$ cat src/rtl/ads42_cfg_pkg.sv
// Shared definitions for the ADS42 SPI configuration responder: sequencer
// states, register map constants and frame-word builders.
package ads42_cfg_pkg;

  typedef enum logic [3:0] {
    ST_PWRUP,
    ST_INIT_LOAD,
    ST_INIT_FRAME,
    ST_INIT_SETTLE,
    ST_IDLE,
    ST_M_LOAD,
    ST_M_FRAME,
    ST_GAP,
    ST_D_LOAD,
    ST_D_FRAME,
    ST_SETTLE,
    ST_DONE
  } cfg_state_e;

  localparam int         FRAME_BITS    = 16;
  localparam logic [7:0] RST_ADDR_DEF  = 8'h08;
  localparam logic [7:0] RST_DATA      = 8'h01;
  localparam logic [7:0] MODE_ADDR_DEF = 8'h0F;
  localparam logic [7:0] DLY_ADDR_DEF  = 8'h42;
  localparam int         DLY_EN_BIT    = 3;

  function automatic int max3(input int a, input int b, input int c);
    int m;
    m = (a > b) ? a : b;
    return (m > c) ? m : c;
  endfunction

  // Test-pattern mode sits in the upper nibble of the register.
  function automatic logic [FRAME_BITS-1:0] mode_word(input logic [7:0] addr,
                                                      input logic [3:0] mode);
    return {addr, mode, 4'b0000};
  endfunction

  function automatic logic [FRAME_BITS-1:0] dly_word(input logic [7:0] addr,
                                                     input logic [2:0] dly);
    logic [7:0] data;
    data             = 8'h00;
    data[DLY_EN_BIT] = 1'b1;
    data[2:0]        = dly;
    return {addr, data};
  endfunction

endpackage

$ cat src/rtl/ads42_spi_cfg_spi_word_tx.sv
// Serialises one 16-bit word onto the 3-wire SPI bus: SEN low for 33 half
// periods, data shifted MSB first and changed only on SCLK falling edges.
module spi_word_tx
  import ads42_cfg_pkg::*;
#(
  parameter int SCLK_DIV = 4
) (
  input  logic                  sys_clk,
  input  logic                  rst_n,
  input  logic                  i_load,
  input  logic [FRAME_BITS-1:0] i_data,
  output logic                  o_busy,
  output logic                  o_done,
  output logic                  o_sen,
  output logic                  o_sclk,
  output logic                  o_sdata
);

  localparam int              DW       = (SCLK_DIV > 1) ? $clog2(SCLK_DIV) : 1;
  localparam logic [DW-1:0]   DIV_LAST = DW'(SCLK_DIV - 1);
  localparam logic [4:0]      LAST_BIT = 5'(FRAME_BITS);

  logic                  busy_q,  busy_d;
  logic                  sclk_q,  sclk_d;
  logic                  sdata_q, sdata_d;
  logic [FRAME_BITS-1:0] shift_q, shift_d;
  logic [DW-1:0]         div_q,   div_d;
  logic [4:0]            bit_q,   bit_d;
  logic                  div_last;

  // NOTE: every always_comb output gets a default first, so no path can
  // leave it unassigned and infer a latch.
  always_comb begin
    busy_d   = busy_q;
    sclk_d   = sclk_q;
    sdata_d  = sdata_q;
    shift_d  = shift_q;
    div_d    = div_q;
    bit_d    = bit_q;
    o_done   = 1'b0;
    div_last = (div_q == DIV_LAST);

    if (!busy_q) begin
      if (i_load) begin
        busy_d  = 1'b1;
        sclk_d  = 1'b0;
        sdata_d = i_data[FRAME_BITS-1];
        shift_d = {i_data[FRAME_BITS-2:0], 1'b0};
        div_d   = '0;
        bit_d   = '0;
      end
    end else begin
      div_d = div_last ? '0 : div_q + 1'b1;
      if (div_last) begin
        if (sclk_q) begin
          // Falling edge: present the next bit for the ADC's rising-edge sample.
          sclk_d  = 1'b0;
          bit_d   = bit_q + 1'b1;
          sdata_d = shift_q[FRAME_BITS-1];
          shift_d = {shift_q[FRAME_BITS-2:0], 1'b0};
        end else if (bit_q == LAST_BIT) begin
          busy_d  = 1'b0;
          sdata_d = 1'b0;
          bit_d   = '0;
          o_done  = 1'b1;
        end else begin
          sclk_d = 1'b1;
        end
      end
    end
  end

  // NOTE: state registers use non-blocking assignments so all flops update
  // together from values sampled at the same edge.
  always_ff @(posedge sys_clk or negedge rst_n) begin
    if (!rst_n) begin
      busy_q  <= 1'b0;
      sclk_q  <= 1'b0;
      sdata_q <= 1'b0;
      shift_q <= '0;
      div_q   <= '0;
      bit_q   <= '0;
    end else begin
      busy_q  <= busy_d;
      sclk_q  <= sclk_d;
      sdata_q <= sdata_d;
      shift_q <= shift_d;
      div_q   <= div_d;
      bit_q   <= bit_d;
    end
  end

  assign o_busy  = busy_q;
  assign o_sen   = ~busy_q;
  assign o_sclk  = sclk_q;
  assign o_sdata = sdata_q;

endmodule

$ cat src/rtl/ads42_spi_cfg.sv
// ADS42 configuration sequencer: soft-reset after power-up, then serves
// calibration requests (mode + delay writes) over a four-phase handshake.
module ads42_spi_cfg
  import ads42_cfg_pkg::*;
#(
  parameter int         SCLK_DIV      = 4,
  parameter int         PWRUP_CYCLES  = 1024,
  parameter int         GAP_CYCLES    = 8,
  parameter int         SETTLE_CYCLES = 256,
  parameter logic [7:0] RST_ADDR      = RST_ADDR_DEF,
  parameter logic [7:0] MODE_ADDR     = MODE_ADDR_DEF,
  parameter logic [7:0] DLY_ADDR      = DLY_ADDR_DEF
) (
  input  logic       sys_clk,
  input  logic       rst_n,
  input  logic [3:0] i_ad_mode,
  input  logic [2:0] i_ad_dly,
  input  logic       i_ad_cal_start,
  output logic       o_ad_cal_over,
  output logic       o_ad_inital_over,
  output logic       o_spi_sen,
  output logic       o_spi_sclk,
  output logic       o_spi_sdata
);

  localparam int            WAIT_MAX    = max3(PWRUP_CYCLES, SETTLE_CYCLES, GAP_CYCLES);
  localparam int            WW          = $clog2(WAIT_MAX + 1);
  localparam logic [WW-1:0] PWRUP_LAST  = WW'(PWRUP_CYCLES - 1);
  localparam logic [WW-1:0] GAP_LAST    = WW'(GAP_CYCLES - 1);
  localparam logic [WW-1:0] SETTLE_LAST = WW'(SETTLE_CYCLES - 1);

  cfg_state_e            state_q, state_d;
  logic [WW-1:0]         wait_q, wait_d;
  logic [3:0]            mode_q, mode_d;
  logic [2:0]            dly_q, dly_d;
  logic                  cal_over_q, cal_over_d;
  logic                  inital_over_q, inital_over_d;
  logic                  tx_load, tx_busy, tx_done;
  logic [FRAME_BITS-1:0] tx_data;

  // The wait counter defaults to zero, so it clears on every state exit.
  always_comb begin
    state_d       = state_q;
    wait_d        = '0;
    mode_d        = mode_q;
    dly_d         = dly_q;
    cal_over_d    = cal_over_q;
    inital_over_d = inital_over_q;
    tx_load       = 1'b0;
    tx_data       = '0;

    unique case (state_q)
      ST_PWRUP: begin
        if (wait_q == PWRUP_LAST) state_d = ST_INIT_LOAD;
        else                      wait_d  = wait_q + 1'b1;
      end
      ST_INIT_LOAD: begin
        tx_data = {RST_ADDR, RST_DATA};
        if (!tx_busy) begin
          tx_load = 1'b1;
          state_d = ST_INIT_FRAME;
        end
      end
      ST_INIT_FRAME: if (tx_done) state_d = ST_INIT_SETTLE;
      ST_INIT_SETTLE: begin
        if (wait_q == SETTLE_LAST) begin
          inital_over_d = 1'b1;
          state_d       = ST_IDLE;
        end else begin
          wait_d = wait_q + 1'b1;
        end
      end
      ST_IDLE: begin
        if (i_ad_cal_start && !cal_over_q) begin
          mode_d  = i_ad_mode;
          dly_d   = i_ad_dly;
          state_d = ST_M_LOAD;
        end
      end
      ST_M_LOAD: begin
        tx_data = mode_word(MODE_ADDR, mode_q);
        if (!tx_busy) begin
          tx_load = 1'b1;
          state_d = ST_M_FRAME;
        end
      end
      ST_M_FRAME: if (tx_done) state_d = ST_GAP;
      ST_GAP: begin
        if (wait_q == GAP_LAST) state_d = ST_D_LOAD;
        else                    wait_d  = wait_q + 1'b1;
      end
      ST_D_LOAD: begin
        tx_data = dly_word(DLY_ADDR, dly_q);
        if (!tx_busy) begin
          tx_load = 1'b1;
          state_d = ST_D_FRAME;
        end
      end
      ST_D_FRAME: if (tx_done) state_d = ST_SETTLE;
      ST_SETTLE: begin
        if (wait_q == SETTLE_LAST) begin
          cal_over_d = 1'b1;
          state_d    = ST_DONE;
        end else begin
          wait_d = wait_q + 1'b1;
        end
      end
      ST_DONE: begin
        // cal_over was set on entry, so it is high for at least one cycle.
        if (!i_ad_cal_start) begin
          cal_over_d = 1'b0;
          state_d    = ST_IDLE;
        end
      end
      default: state_d = ST_PWRUP;
    endcase
  end

  always_ff @(posedge sys_clk or negedge rst_n) begin
    if (!rst_n) begin
      state_q       <= ST_PWRUP;
      wait_q        <= '0;
      mode_q        <= '0;
      dly_q         <= '0;
      cal_over_q    <= 1'b0;
      inital_over_q <= 1'b0;
    end else begin
      state_q       <= state_d;
      wait_q        <= wait_d;
      mode_q        <= mode_d;
      dly_q         <= dly_d;
      cal_over_q    <= cal_over_d;
      inital_over_q <= inital_over_d;
    end
  end

  spi_word_tx #(
    .SCLK_DIV(SCLK_DIV)
  ) u_tx (
    .sys_clk(sys_clk),
    .rst_n  (rst_n),
    .i_load (tx_load),
    .i_data (tx_data),
    .o_busy (tx_busy),
    .o_done (tx_done),
    .o_sen  (o_spi_sen),
    .o_sclk (o_spi_sclk),
    .o_sdata(o_spi_sdata)
  );

  assign o_ad_cal_over    = cal_over_q;
  assign o_ad_inital_over = inital_over_q;

endmodule

$ cat config.mk
export PLATFORM = sky130hd
export DESIGN_NAME = ads42_spi_cfg
export DESIGN_NICKNAME = d
export VERILOG_FILES = /design/src/rtl/ads42_cfg_pkg.sv /design/src/rtl/ads42_spi_cfg_spi_word_tx.sv /design/src/rtl/ads42_spi_cfg.sv
export SDC_FILE = /design/constraint.sdc
export NUM_CORES = 1
export LEC_CHECK = 0
export BUFFER_PORTS_ARGS = -buffer_cell sky130_fd_sc_hd__buf_4
export CORE_MARGIN = 1.5
export CORE_UTILIZATION = 45
export DETAILED_ROUTE_END_ITERATION = 12
export MAX_ROUTING_LAYER = met4
export PLACE_DENSITY = 0.66
export SLEW_MARGIN = 40
export SYNTH_ARGS = -nofsm -noshare
export SYNTH_HDL_FRONTEND = slang
export SYNTH_SLANG_ARGS = --single-unit
$ cat constraint.sdc
create_clock -name sys_clk -period 2.5 [get_ports sys_clk]
set_input_delay 0 -clock sys_clk [delete_from_list [all_inputs] [get_ports sys_clk]]
set_output_delay 0 -clock sys_clk [all_outputs]
set_load 0.02 [all_outputs]
==> flow_metrics.tcl, run 1 <==
set metrics [dict create \
    worstHoldPathType "input port to async pin" \
    final_util_pct 54.2 \
    finalClockSkew_ns 0.00775 \
    overflow 0 \
    p_leak_nw 1.22 \
    finalPower_mw 1.27 \
    worstMarginPinSlew_ns 0.622 \
    fmax_ghz 0.443 \
    dp_slack_ns 0.261 \
    finalInstanceArea_um2 2770 \
    syn_area_um2 2380 \
    placedCellCount 314 \
    min_period_over_period_pct 90.3 \
    setup_ws_ns 0.242 \
    drtIter0Drc 133 \
    core_area_um2 5110 \
    vias 1794 \
    slew_violations 0 \
    syn-num-nets 246 \
    fin_tns_setup_ns 0 \
    fin_cells 331 \
    drt_first_pass_iters 4 \
    cp-start-kind "register" \
    syn_to_final_growth_pct 16.4 \
    nets 274 \
    ys_ff_latch 49 \
    crit_fanout 5 \
    gp_congestion 0.857 \
    hold_viol_final 0 \
    cp_data_required_time_ns 2.68 \
    ant_nets 0 \
    startpoint "wait_q[0]$_DFF_PN0_" \
    cts_resized 0 \
    rsz0062_at_grt "false" \
    fin_crit_ns 2.26 \
    grt_max_degree 50 \
    syn_inst 232 \
    synth-edff-count 0 \
    synth_warnings 0 \
    critPathArrivalTime_ns 2.44 \
    die_y_um 75.7 \
    grt_pass1_wl_mm 7.97 \
    rows 26 \
    antenna_found_initial 0 \
    wire_per_inst_um 13.6 \
    cts_sinks 49 \
    clkLatencyLatePin_ns 0.29 \
    setup_viol 0 \
    viasPerCell 5.42 \
    yosys.cell_types.count 45 \
    hold_slack_ns 0.244 \
    dieArea_um2 5730 \
    die_w_um 75.7 \
    r2r_start "wait_q[0]$_DFF_PN0_" \
    slew_headroom_pct 58.5 \
    ios 15 \
    wl_mm 4.49 \
    syn_area_per_cell_um2 10.2 \
    dpl_cell_area_um2 2590 \
    cts_setup_buffers 0 \
    layout-drive-gt1-share_pct 17.2 \
    diodes 0 \
    outcome "complete, no violations" \
    dp_hpwl_mm 3.03 \
    h-tree-depth 2 \
    start_util_pct 46.5 \
    nFillCells 469 \
    vdd_ir_drop_max_mv 0.333 \
    clk_pin_slew_worst_paths_ns 0.08 \
    drc_errors 0 \
    ys_seq_area_share_pct 51.6 \
    cts_root_buf "clkbuf_8" \
    grt_pass1_vias 1760 \
    cap_viol_max_count 0 \
    cts_inserted_buffers 5 \
    clockBufferDepth 2 \
    synth_ff_type "dfrtp_1" \
    critPathKind "register to register" \
    tritoncts "yes" \
    cp-end-kind "register" \
    powerDensity_nw_per_um2 460 \
    async_reset_ff_share_pct 100 \
    port_buffers 14 \
    grt_use_total_pct 18.9 \
]
-- cell usage in the layout (no fill, tap or decap), types with 6 or more instances in the layout --
master          n
nand2b_1        6
mux2_2         11
o21ai_0        23
buf_4          22
nand2_1        23
a21oi_1         8
nor2_1         19
a22oi_1         8
dlygate4sd3_1   9
dfrtp_1        49
-- routing by layer --
metal	global-route usage [%]	part of all wire, %	vias up
met5	-	0	-
met1	25.7	50	881
li1	-	-	894
met2	29.0	46	17
met3	4.37	3.4	2
met4	4.17	0.47	0
-- synth_stat cells, types with 3 or more instances --
master     n  share of area, %
a21oi_1    8               1.7
a22o_1     5               1.8
a22oi_1    8               2.5
a31o_2     3               1.1
and2_1     3              0.79
clkbuf_1   9               1.4
dfrtp_1   49                52
ha_1       4               2.1
inv_1      3              0.47
mux2_2    11               5.2
nand2_1   23               3.6
nand2b_1   6               1.6
nand3_1    4              0.84
nand4_1    4               1.1
nor2_1    19               3.0
nor2b_1    3              0.79
nor3_1     4              0.84
nor4_1     3              0.79
o21ai_0   23               4.8
xnor2_1    4               1.5
xor2_1     5               1.8
-- layout make-up --
class / count / area, µm² / share of cell area [%]
Clock buffer: 7 / 76.3 / 2.76
Multi-Input combinational cell: 170 / 1100 / 39.8
Clock inverter: 1 / 7.51 / 0.271
Inverter: 3 / 11.3 / 0.407
Sequential cell: 49 / 1230 / 44.3
Tap cell: 70 / 87.6 / 3.17
Timing Repair Buffer: 31 / 255 / 9.23
-- worst paths after layout --
| kind | slack (ns) | endpoint | cells past startpoint |
|---|---|---|---|
| hold reg to reg | 0.48 | u_tx.shift_q[3]$_DFFE_PN0P_ | 2 |
| min in group sys_clk | 0.47 | mode_q[0]$_DFFE_PN0P_ | 3 |
| max in group asynchronous | 1.81 | dly_q[1]$_DFFE_PN0P_ | 2 |
| setup reg to reg | 0.24 | state_q[0]$_DFFE_PN0P_ | 6 |
| hold / removal | 0.24 | o_ad_cal_over$_DFFE_PN0P_ | 2 |
| setup / recovery | 0.24 | state_q[0]$_DFFE_PN0P_ | 6 |
-- state kept, by name (all words and copies together), names as in the netlist --
| signal | cells |
|---|---|
| u_tx.div_q | 2 |
| o_ad_cal_over | 1 |
| mode_q | 4 |
| o_ad_inital_over | 1 |
| dly_q | 3 |
| state_q | 4 |
| u_tx.shift_q | 15 |
| u_tx.o_sdata | 1 |
| u_tx.o_busy | 1 |
| u_tx.o_sclk | 1 |
| u_tx.bit_q | 5 |
| wait_q | 11 |
-- power by group --
part | total [mW] | internal, mW | switching [mW] | leakage (nW)
combinational | 0.0366 | 0.0180 | 0.0186 | 0.520
sequential | 0.792 | 0.792 | 0 | 0.665
clock | 0.445 | 0.198 | 0.247 | 0.0385
total | 1.27 | 1.01 | 0.266 | 1.22
-- worst max-delay path, stage by stage (launching register included) --
cell and delay (ns):
dfrtp_1 0.39, ha_1 0.21, nand3_1 0.18, or3_1 0.45, o21a_1 0.21, nor3_2 0.33
mux2_2 0.38
-- what timing repair did --
action                                  CTS  global route
endpoints found under the setup margin    0             0
hold buffers                              9             0
hold endpoints to repair                 57             0
-- cell families after synthesis --
| kind of cell | synth area share, % |
|---|---|
| AO/OA/AOI/OAI | 16.2 |
| XOR/XNOR | 3.32 |
| adder cells (fa/ha/maj) | 2.11 |
| buffers and inverters | 2.05 |
| flip-flops | 51.6 |
| multiplexers | 5.63 |
| AND/OR/NAND/NOR | 19.2 |
Note: power is estimated with default switching activity, not from simulation.
==> run 2, diff against run 1 <==
ABC_AREA = 1   (was not set)
MAX_ROUTING_LAYER = not set   (was met4)
clock period = 2.1 ns   (was 2.5 ns; I/O delays follow)
==> flow_metrics.tcl, run 2 <==
set metrics [dict create \
    reg2reg_to "state_q[3]$_DFFE_PN0P_" \
    worstHoldPathType "input port to register" \
    antenna_found_initial 0 \
    synth_warnings 0 \
    syn_inst 305 \
    synth_area_leaders "dfrtp_1 (48%), nand2_1 (13%), inv_1 (4.2%)" \
    synth_ff_type "dfrtp_1" \
    async_reset_ff_share_pct 100 \
    worstMarginPinSlew_ns 0.610 \
    dieArea_um2 6080 \
    r2r_slack_ns 0.32 \
    powerDensity_nw_per_um2 573 \
    finalClockSkew_ns 0.00596 \
    diodes 0 \
    cts_sinks 49 \
    port_buffers 14 \
    max_stage_delay_ns 0.38 \
    yosys.cell_types.count 35 \
    cp-start-kind "register" \
    yosysTopAreaCell "dfrtp_1" \
    nets 345 \
    largest_reg_flops 15 \
    comb_power_share_pct 2.6 \
    die_w_um 78 \
    holdPathEnd "o_ad_cal_over$_DFFE_PN0P_" \
    slew_headroom_pct 59.3 \
    cts_root_buf "clkbuf_8" \
    drc_errors 0 \
    p_seq_share_pct 56.9 \
    layout-drive-gt1-share_pct 17.2 \
    cap_viol_max_count 0 \
    clkLatencyLatePin_ns 0.30 \
    ys_ff_latch 49 \
    outcome "complete, no violations" \
    rows 27 \
    tritoncts "yes" \
    layout_common_cells "nand2_1 (90), dfrtp_1 (49), inv_1 (28)" \
    critPathKind "register to register" \
    vdd_ir_drop_max_mv 0.305 \
    layout_commonest_cell "nand2_1" \
    crit_path_cell_trace "ha_1, nand2_1, nor2_2, nand3_1, nand2_1, nand2_1, inv_2, nand2_1, nand2_1, nand2_1" \
    grt_pass1_vias 1960 \
    internal_power_mw 1.32 \
    dp_hpwl_mm 3.33 \
    min_period_over_period_pct 84.9 \
    p_leak_nw 1.42 \
    hold_viol_final 0 \
    crit_fanout 13 \
    wl_mm 4.69 \
    rsz0062_at_grt "false" \
    core_area_um2 5470 \
    cp-end-kind "register" \
    overflow 0 \
    crit_top_cell "nand2_1" \
    ios 15 \
    wire_per_inst_um 11.6 \
    cp_data_required_time_ns 2.29 \
    placedCellCount 388 \
    reg2reg_depth 10 \
    critPathArrivalTime_ns 1.98 \
    slew_violations 0 \
    syn-num-nets 319 \
    cts_setup_buffers 0 \
    ys_top_cells_by_count "nand2_1 (90), dfrtp_1 (49), inv_1 (28), nor2_1 (20), nand3_1 (16)" \
    syn_to_final_growth_pct 14.4 \
    reg.largest.list "u_tx.shift_q: 15 flops, wait_q: 11 flops, u_tx.bit_q: 5 flops" \
    gp_congestion 0.871 \
    cp_slowest_cell "dfrtp_1" \
    grt_max_degree 50 \
    p_clk_share_pct 40.5 \
    switchingPower_uw 337 \
    worstHoldStart "i_ad_cal_start" \
    ant_nets 0 \
    fin_cells 404 \
    syn_area_per_cell_um2 8.30 \
    vias 1990 \
    syn_area_um2 2530 \
    grt_use_total_pct 17.2 \
    drtIter0Drc 98 \
    setup_viol 0 \
    synth_top_area_share_pct 48.4 \
    fin_crit_ns 1.78 \
    start_util_pct 46.3 \
    viasPerCell 4.93 \
    top_register "u_tx.shift_q" \
    grt_pass1_wl_mm 8.34 \
    h-tree-depth 2 \
    fmax_ghz 0.561 \
    cts_inserted_buffers 5 \
    clockBufferDepth 2 \
    fin_tns_setup_ns 0 \
    die_y_um 78 \
    yosys.cell_count.top_type "nand2_1" \
    r2r_start "wait_q[0]$_DFF_PN0_" \
    drt_first_pass_iters 4 \
    p_sw_share_pct 20.3 \
    worstHoldPathCells 4 \
    ys_seq_area_share_pct 48.4 \
    clk_pin_slew_worst_paths_ns 0.09 \
    synth-edff-count 0 \
]
[run 2: cell types whose count changed in the layout (fill, tap and decap cells not counted), moves of 8 or more]
cell,before,now
nand2_1,23,90
o21ai_1,1,9
o21ai_0,23,12
inv_1,3,28
nand3_1,4,16
[run 2: metal layers]
layer,GRT usage (%),vias to the layer above,wire length [µm],part of all wire (%)
li1,-,1036,-,-
met4,5.36,0,53,1.1
met5,0,-,0,0
met2,30.5,21,2340,50
met1,20.8,926,2160,46
met3,3.53,7,139,3.0
[run 2: cells by family (layout without fill, tap and decap cells)]
group	count (synthesis)	count (layout)	synth area share, %
flip-flops	49	49	48.4
AND/OR/NAND/NOR	151	151	26.9
adder cells (fa/ha/maj)	4	4	1.98
XOR/XNOR	5	5	1.73
multiplexers	7	7	3.11
AO/OA/AOI/OAI	48	48	11.0
buffers and inverters	41	68	6.87
[run 2: repair_timing]
action / 4_1_cts / 5_1_grt
hold buffers: 8 / 0
endpoints found under the hold margin: 56 / 0
gates resized for setup: 0 / 0
[run 2: how the worst max path moves through the flow]
stage,startpoint,end,slack (ns),cells after the start
finish,wait_q[0]$_DFF_PN0_,state_q[3]$_DFFE_PN0P_,0.32,10
global route,u_tx.bit_q[0]$_DFFE_PN0P_,state_q[3]$_DFFE_PN0P_,0.1,11
CTS,wait_q[0]$_DFF_PN0_,state_q[3]$_DFFE_PN0P_,0.31,10
detailed placement,wait_q[0]$_DFF_PN0_,state_q[3]$_DFFE_PN0P_,0.33,10
global placement,wait_q[0]$_DFF_PN0_,state_q[1]$_DFFE_PN0P_,0.38,10
floorplan,u_tx.o_sclk$_DFFE_PN0P_,state_q[1]$_DFFE_PN0P_,0.60,10
[run 2: stage by stage]
stage | area [µm²] | utilization [%] | total power, mW | hold slack, ns | worst slack [ns]
after floorplan | 2530 | - | 0.962 | -0.296 | 0.602
after detailed placement | 2700 | 49.4 | 0.995 | 0.0577 | 0.334
after global routing | 2900 | 52.9 | 1.71 | 0.141 | 0.0999
final | 2900 | 52.9 | 1.66 | 0.0905 | 0.316
after CTS | 2900 | 52.9 | 1.68 | 0.0851 | 0.310
after global placement | 2700 | 49.4 | 0.995 | 0.0584 | 0.382
[run 2: area by class of cell]
cell class,count,area (µm²)
sequential,49,1230
multi-input combinational,215,1130
tap,72,90.1
timing repair buffer,23,193
fill,512,2580
clock buffer,6,72.6
clock inverter,2,38.8
inverter,37,144
[run 2: power by group through the flow]
| stage | clock [mW] | sequential [mW] | combinational (mW) |
|---|---|---|---|
| after detailed placement | 0 | 0.961 | 0.0339 |
| after floorplan | 0 | 0.962 | 0.000584 |
| after global routing | 0.720 | 0.943 | 0.0503 |
| after global placement | 0 | 0.961 | 0.0339 |
| after CTS | 0.694 | 0.943 | 0.0458 |
| final | 0.671 | 0.943 | 0.0439 |
[run 2: worst max-delay path: cells and delay by family (launching register included)]
| kind | cells | cell delay (ns) |
|---|---|---|
| and+or+nand+nor | 8 | 0.92 |
| DFF | 1 | 0.38 |
| adders and majority gates | 1 | 0.20 |
| buffers and inverters | 1 | 0.18 |
==> run 3, diff against run 2 <==
PLACE_DENSITY = 0.68   (was 0.66)
clock period = 1.56 ns   (was 2.1 ns; I/O delays follow)
==> flow_metrics.tcl, run 3 (same netlist as run 2, synthesis figures left out) <==
set metrics [dict create \
    dp_hpwl_mm 3.54 \
    slew_headroom_pct 59.7 \
    cts_inserted_buffers 5 \
    die_y_um 78 \
    r2r_start "u_tx.bit_q[1]$_DFFE_PN0P_" \
    cp_slowest_cell "dfrtp_1" \
    dieArea_um2 6080 \
    ant_nets 0 \
    nets 365 \
    setup_ws_ns 0.0107 \
    top_register "u_tx.shift_q" \
    final_util_pct 56.6 \
    viasPerCell 4.88 \
    cp-start-kind "register" \
    finalClockSkew_ns 0.0101 \
    syn_to_final_growth_pct 22.4 \
    critPathArrivalTime_ns 1.75 \
    vdd_ir_drop_max_mv 0.406 \
    ios 15 \
    layout_commonest_cell "nand2_1" \
    cp_data_required_time_ns 1.76 \
    rows 27 \
    grt_pass1_wl_mm 8.74 \
    worstHoldPathCells 4 \
    critPathTopFamily "simple AND/OR/NAND/NOR gates" \
    rsz0062_at_grt "true" \
    holdPathEnd "o_ad_cal_over$_DFFE_PN0P_" \
    clk_pin_slew_worst_paths_ns 0.10 \
    cp-end-kind "register" \
    worstMarginPinSlew_ns 0.604 \
    worstHoldStart "i_ad_cal_start" \
    grt_use_total_pct 17.9 \
    die_w_um 78 \
    core_area_um2 5470 \
    hold_slack_ns 0.0798 \
    reg.largest.list "u_tx.shift_q: 15 flops, wait_q: 11 flops, u_tx.bit_q: 5 flops" \
    largest_reg_flops 15 \
    dp_slack_ns -0.0280 \
    crit_path_cell_trace "inv_2, ha_4, nand2_4, nor3_4, nand2_1, nand2_1, nand2_1, nor2_2, nand2_2, nand2_1, nand2_1" \
    p_leak_nw 1.51 \
    diodes 0 \
    drt_first_pass_iters 4 \
    fin_tns_setup_ns 0 \
    fmax_ghz 0.645 \
    clockBufferDepth 2 \
    max_stage_delay_ns 0.42 \
    fin_cells 424 \
    cts_root_buf "clkbuf_8" \
    wire_per_inst_um 12.0 \
    antenna_found_initial 0 \
    r2r_slack_ns 0.01 \
    drtIter0Drc 137 \
    grt_max_degree 50 \
    vias 2069 \
    critPathKind "register to register" \
    setup_viol 0 \
    reg2reg_to "state_q[0]$_DFFE_PN0P_" \
    worstHoldPathType "input port to register" \
    layout-drive-gt1-share_pct 25.9 \
    hold_viol_final 0 \
    placedCellCount 404 \
    crit_top_cell "nand2_1" \
    crit_fanout 4 \
    drc_errors 0 \
    grt_pass1_vias 1989 \
    start_util_pct 46.3 \
    slew_violations 0 \
    port_buffers 14 \
    min_period_over_period_pct 99.3 \
    overflow 0 \
    layout_common_cells "nand2_1 (87), dfrtp_1 (48), buf_4 (34)" \
    clkLatencyLatePin_ns 0.31 \
    cp_num_buf_inv 1 \
    tritoncts "yes" \
    gp_congestion 0.866 \
    cap_viol_max_count 0 \
    outcome "complete, no violations" \
    h-tree-depth 2 \
    reg2reg_depth 11 \
    wl_mm 5.07 \
    powerDensity_nw_per_um2 687 \
    fin_crit_ns 1.55 \
    cts_sinks 49 \
]
-- run 3: worst reg2reg max path, cell delays in order (launching register included) --
cell and delay [ns]:
dfrtp_1 0.42, inv_2 0.08, ha_4 0.13, nand2_4 0.05, nor3_4 0.17, nand2_1 0.10, nand2_1 0.08, nand2_1 0.06
nor2_2 0.14, nand2_2 0.10, nand2_1 0.06, nand2_1 0.05
-- run 3: per-stage QoR --
stage	area (µm²)	total power, mW
after floorplan	2530	1.30
after global placement	2820	1.34
after detailed placement	2820	1.34
after CTS	3010	2.16
after global routing	3100	2.22
final	3100	2.13
-- run 3: what timing repair did --
action                                  4_1_cts  5_1_grt
endpoints found under the setup margin        5       27
resized for setup                             2       18
endpoints found under the hold margin        56        0
hold buffers                                  8        0
pin swaps                                     1       12
setup buffers                                 1        3
-- run 3: worst max path at each step --
stage / from / endpoint / slack, ns / cells past startpoint
global route: u_tx.bit_q[1]$_DFFE_PN0P_ / state_q[1]$_DFFE_PN0P_ / -0.11 / 11
floorplan: u_tx.o_sclk$_DFFE_PN0P_ / state_q[1]$_DFFE_PN0P_ / 0.06 / 10
finish: u_tx.bit_q[1]$_DFFE_PN0P_ / state_q[0]$_DFFE_PN0P_ / 0.01 / 11
detailed placement: u_tx.bit_q[0]$_DFFE_PN0P_ / state_q[1]$_DFFE_PN0P_ / -0.03 / 11
global placement: u_tx.bit_q[0]$_DFFE_PN0P_ / state_q[1]$_DFFE_PN0P_ / -0.03 / 11
CTS: wait_q[1]$_DFF_PN0_ / state_q[1]$_DFFE_PN0P_ / 0.005 / 10
-- run 3: power breakdown --
part	internal [mW]	switching [mW]	leakage [nW]	total [mW]
combinational	0.0277	0.0312	0.797	0.0589
sequential	1.27	0	0.669	1.27
clock	0.327	0.474	0.0423	0.800
-- run 3: layout make-up --
class                      instances  area, µm²
clock inverter                     3       26.3
multi-input combinational        215       1190
inverter                          37        144
clock buffer                       5       68.8
timing repair buffer              43        347
sequential                        49       1230
fill                             506       2370
tap                               72       90.1
-- run 3: layer usage --
metal  up-vias  track usage [%]  wire [µm]
li1       1074                -          -
met1       965             22.0       2350
met2        25             31.8       2530
met3         5             3.53        137
met4         0             4.82         51
met5         -                0          0
